===== src/rtl/pkt_arbiter_pkg.sv =====
// Shared types and constants for the packet arbiter: FSM states, tag nibble
// and byte-counter width.
package pkt_arbiter_pkg;

    typedef enum logic [1:0] {
        IDLE    = 2'd0,
        TAG     = 2'd1,
        PAYLOAD = 2'd2
    } arb_state_t;

    localparam logic [3:0]  TAG_NIBBLE = 4'hA;
    localparam int unsigned CNT_W      = 8;

endpackage


===== src/rtl/pkt_arbiter_rr_pick.sv =====
// Combinational round-robin search: first requester strictly after 'last',
// wrapping modulo N_PAIR.
module rr_pick
    import pkt_arbiter_pkg::*;
#(
    parameter int unsigned N_PAIR = 2
) (
    input  logic [N_PAIR-1:0] req,
    input  logic [2:0]        last,
    output logic [N_PAIR-1:0] grant,
    output logic              found
);

    always_comb begin
        grant = '0;
        found = 1'b0;
        for (int unsigned k = 1; k <= N_PAIR; k++) begin
            int unsigned pos;
            pos = 32'(last) + k;
            if (pos >= N_PAIR) begin
                pos = pos - N_PAIR;
            end
            if (!found && req[pos]) begin
                grant[pos] = 1'b1;
                found      = 1'b1;
            end
        end
    end

endmodule


===== src/rtl/pkt_arbiter.sv =====
// Round-robin packet arbiter: picks one non-empty enabled FIFO, optionally
// emits a tag byte, then streams PKT_LEN payload bytes onto the BytePipe.
module pkt_arbiter
    import pkt_arbiter_pkg::*;
#(
    parameter int unsigned N_PAIR  = 2,
    parameter int unsigned PKT_LEN = 8,
    parameter int unsigned TAG_EN  = 1
) (
    input  logic                  i_clk,
    input  logic                  i_rst,
    input  logic                  i_cg,
    input  logic [N_PAIR-1:0]     i_enable,
    input  logic [N_PAIR*8-1:0]   i_pktfifo_data,
    input  logic [N_PAIR-1:0]     i_pktfifo_empty,
    output logic [N_PAIR-1:0]     o_pktfifo_pop,
    output logic [7:0]            o_bp_data,
    output logic                  o_bp_valid,
    input  logic                  i_bp_ready,
    output logic [N_PAIR-1:0]     o_grant,
    output logic                  o_busy
);

    arb_state_t         state_q, state_d;
    logic [CNT_W-1:0]   cnt_q, cnt_d;
    logic [N_PAIR-1:0]  grant_q, grant_d;
    logic [2:0]         last_q, last_d;

    logic [N_PAIR-1:0]  pick_grant;
    logic               pick_found;
    logic [2:0]         pick_idx;
    logic [7:0]         cur_data;
    logic               cur_empty;

    rr_pick #(.N_PAIR(N_PAIR)) u_rr_pick (
        .req   (i_enable & ~i_pktfifo_empty),
        .last  (last_q),
        .grant (pick_grant),
        .found (pick_found)
    );

    // last_q doubles as the index of the pair currently owning the output
    always_comb begin
        pick_idx  = '0;
        cur_data  = '0;
        cur_empty = 1'b1;
        for (int unsigned i = 0; i < N_PAIR; i++) begin
            if (pick_grant[i]) begin
                pick_idx = 3'(i);
            end
            if (3'(i) == last_q) begin
                cur_data  = i_pktfifo_data[i*8 +: 8];
                cur_empty = i_pktfifo_empty[i];
            end
        end
    end

    always_ff @(posedge i_clk) begin
        if (!i_rst) begin
            state_q <= IDLE;
            cnt_q   <= '0;
            grant_q <= '0;
            last_q  <= 3'(N_PAIR - 1);
        end else if (i_cg) begin
            state_q <= state_d;
            cnt_q   <= cnt_d;
            grant_q <= grant_d;
            last_q  <= last_d;
        end
    end

    always_comb begin
        state_d       = state_q;
        cnt_d         = cnt_q;
        grant_d       = grant_q;
        last_d        = last_q;
        o_bp_valid    = 1'b0;
        o_bp_data     = '0;
        o_pktfifo_pop = '0;
        case (state_q)
            IDLE: begin
                if (pick_found) begin
                    grant_d = pick_grant;
                    last_d  = pick_idx;
                    cnt_d   = '0;
                    state_d = (TAG_EN != 0) ? TAG : PAYLOAD;
                end
            end
            TAG: begin
                o_bp_valid = 1'b1;
                o_bp_data  = {TAG_NIBBLE, 1'b0, last_q};
                if (i_bp_ready) begin
                    state_d = PAYLOAD;
                    cnt_d   = '0;
                end
            end
            PAYLOAD: begin
                o_bp_valid = !cur_empty;
                o_bp_data  = cur_data;
                if (!cur_empty && i_bp_ready) begin
                    o_pktfifo_pop = grant_q;
                    if (cnt_q == CNT_W'(PKT_LEN - 1)) begin
                        state_d = IDLE;
                        grant_d = '0;
                    end else begin
                        cnt_d = cnt_q + 1'b1;
                    end
                end
            end
            default: state_d = IDLE;
        endcase
        // Outputs are masked last so reset and clock-gating override every state
        if (!i_rst || !i_cg) begin
            o_bp_valid    = 1'b0;
            o_pktfifo_pop = '0;
        end
    end

    assign o_grant = grant_q;
    assign o_busy  = (state_q != IDLE);

endmodule


===== config.mk =====
export PLATFORM = sky130hd
export DESIGN_NAME = pkt_arbiter
export DESIGN_NICKNAME = d
export VERILOG_FILES = /design/src/rtl/pkt_arbiter_pkg.sv /design/src/rtl/pkt_arbiter_rr_pick.sv /design/src/rtl/pkt_arbiter.sv
export SDC_FILE = /design/constraint.sdc
export NUM_CORES = 1
export LEC_CHECK = 0
export ABC_AREA = 1
export BUFFER_PORTS_ARGS = -buffer_cell sky130_fd_sc_hd__buf_2
export CORE_MARGIN = 3
export CORE_UTILIZATION = 40
export DETAILED_ROUTE_END_ITERATION = 7
export HOLD_SLACK_MARGIN = 0.08
export PLACE_DENSITY_LB_ADDON = 0.12
export SYNTH_ARGS = -nofsm -noshare
export SYNTH_HDL_FRONTEND = slang
export SYNTH_SLANG_ARGS = --single-unit

===== constraint.sdc =====
create_clock -name i_clk -period 1.7 [get_ports i_clk]
set_clock_uncertainty 0.15 [all_clocks]
set_input_delay 0 -clock i_clk [delete_from_list [all_inputs] [get_ports i_clk]]
set_output_delay 0 -clock i_clk [all_outputs]
set_load 0.01 [all_outputs]

==> key figures <==
Status
  – Outcome: finished clean

Yosys
  – Synth top area share: 0.243
  – Area leader, netlist: dfxtp_1
  – Ys async rst share: 0
  – Post-synthesis sequential area ratio: 0.243
  – Number of flops mapped to enable cells by yosys: 0
  – Syn nets: 206
  – Synth Register Bits: 13
  – Dominant cells by area after synthesis: dfxtp_1 24%, nand2_1 13%, nor2_1 11%
  – Cell count after synthesis: 176
  – Top post-synthesis cells by count: 37 x nand2_1, 31 x nor2_1, 19 x a21oi_1
  – Yosys warns: 0
  – Cell with the most instances after synthesis: nand2_1
  – Top_reg_cell synth: dfxtp_1
  – Post-Syn Area: 1070 um2
  – Yosys cell types: 25
  – Mean post-synth cell area: 6.08 um2

Place
  – Buffers added on ports: 37
  – Detail Placement HPWL: 2.30 mm
  – Placed inst area: 1340 um2
  – Placer Congestion: 0.833
  – Placed instance count: 249

Setup path
  – Capturing point of the worst reg2reg path: cnt_q[2]
  – Worst endpoint required time: 1.76 ns
  – Reg-to-reg setup timing slack: 0.04 ns
  – Crit start category: flop
  – Worst setup EP type: flop
  – Reg2reg path depth: 9
  – Setup Crit Path Kind: reg -> reg
  – Largest fanout on the critical path: 8
  – WP data arrival: 1.73 ns
  – Worst R2R Start: state_q[1]

Min path
  – Hold Startpoint: i_bp_ready
  – Hold EP: state_q[0]
  – Hold Path Depth: 5
  – Hold Crit Class: in -> reg

STA
  – Final Critical Period: 1.66 ns
  – Crit share post-route: 0.979
  – Final Hold Vio Count: 0
  – Max-slew headroom: 0.747
  – Max Slew Vio Count: 0
  – F_max: 601 MHz
  – Setup violators final: 0
  – Worst-margin pin slew: 0.377 ns
  – RSZ-0062 raised after global routing: true

Power
  – PwrDens: 749 nW/um2
  – Leakage power: 0.689 nW
  – Power Total: 0.00119 W
  – Max IR drop VDD: 0.534 mV

Die
  – Die area: 3330 um2
  – FP Rows: 18
  – Die Y-Extent: 57.7 um
  – I/O pin count: 38
  – Core area: 2500 um2
  – Die W: 57.7 um
  – Initial Utilization: 0.428

Routing
  – WL/cell: 12.0 um
  – DRT Pass-1 Iters: 4
  – Routed wire length: 3.14 mm
  – Vias per Instance: 5.08
  – Iteration-0 DRC count of the detailed router: 35
  – Total number of vias: 1332
  – Drc violations: 0
  – Antenna-violating nets left: 0

Global route
  – Gr usage total: 0.194
  – First-pass GRT wire length: 5.19 mm
  – Initial antenna violation count: 0
  – Largest net degree at the start of global routing: 11
  – GRT Residual Overflow: 0
  – Vias in the first global route: 1257

CTS
  – Clock tree from TritonCTS: yes
  – Clock Tree Buf Depth: 2
  – Clk slew on worst S/H paths: 0.08 ns
  – Root buffer cell: clkbuf_4
  – CTS buffer count: 3
  – Clk_lat worst skew: 0.29 ns
  – Htree depth: 1
  – Clock sink total: 13

Layout
  – Cell area after layout: 1590 um2
  – Fraction of layout cells with a size suffix above 1: 0.431
  – Final #Nets: 263
  – Area Growth Syn to Fin: 48.7%
  – Non-Filler Instances: 262
  – N_diodes: 0
  – Layout fillers: 240

Flow run
  – Max_cap viols: 0
## logic make-up after synthesis
group           count (synthesis)  share of synthesized area
xor+xnor                        1                    0.00819
flops                          13                      0.243
compound gates                 40                      0.200
fa+ha+maj                       6                     0.0702
buf+inv                        23                     0.0877
simple gates                   93                      0.391
## how the worst max path moves through the flow
stage                from            to  slack [ns]  cells after the start
2_1_floorplan  state_q[1]      cnt_q[0]        0.12                      9
3_3_place_gp   state_q[0]      cnt_q[0]        0.02                      8
3_5_place_dp   state_q[0]      cnt_q[6]       -0.07                      8
4_1_cts        state_q[0]  o_bp_data[7]      -0.008                      8
5_1_grt        state_q[1]      cnt_q[4]       -0.08                      9
6_report       state_q[1]      cnt_q[2]        0.04                      9
## cell type report
class / instances / area (um2) / area share
Inverter: 20 / 82.6 / 0.0519
Sequential cell: 13 / 268 / 0.168
Timing Repair Buffer: 55 / 339 / 0.213
Multi-Input combinational cell: 140 / 837 / 0.526
Tap cell: 30 / 37.5 / 0.0236
Clock buffer: 4 / 26.3 / 0.0165
## worst max-delay path, cell delays in order, from the launching register on
cell and delay, ns:
dfxtp_2 0.36, inv_4 0.06, ha_2 0.18, inv_2 0.05
o21ai_1 0.06, nor2_1 0.14, nand2_2 0.11, nor2_4 0.24
nand2_1 0.10, a21oi_1 0.14
## placed cells by master (no fill, tap or decap), types with 4 or more instances in the layout
cell type  instances
inv_1             13
dfxtp_1            9
o21ai_1            8
nor2_1            28
buf_2             37
a21oi_1           12
a21oi_2            7
nor3_2             4
o21ai_0            7
buf_4             12
nand3_1            8
nand2_2            9
nand2_1           30
## sequential cells by signal, indices dropped and copies added (netlist names)
name	count
cnt_q	8
last_q	1
state_q	2
o_grant	2
## per-layer routing
metal | part of all wire | global-route usage
met2 | 0.54 | 0.356
met3 | 0.038 | 0.0200
met4 | 0.017 | 0.0728
met1 | 0.41 | 0.229
met5 | 0 | 0
## where the power goes
group	switching (W)	internal (W)
combinational	0.000357	0.000277
sequential	0.0000235	0.000332
clock	0.000111	0.0000913
## per-stage QoR
step	util	hold WS, ns	worst slack (ns)	setup TNS [ns]
final	0.636	0.0594	0.0353	0
after floorplan	-	-0.0561	0.115	0
after global routing	0.636	0.0971	-0.0758	-0.498
after detailed placement	0.537	0.153	-0.0714	-0.459
after global placement	0.537	0.145	0.0221	0
after CTS	0.579	0.0801	-0.00830	-0.0118
## repair_timing
| item | in CTS | in global routing |
|---|---|---|
| gates resized for setup | 6 | 49 |
| endpoints found under the setup margin | 20 | 21 |
| hold buffers | 3 | 0 |
| endpoints found under the hold margin | 13 | 0 |
| pin swaps | 4 | 25 |
| setup buffers | 4 | 2 |
Power figures use the tool's default switching activity.
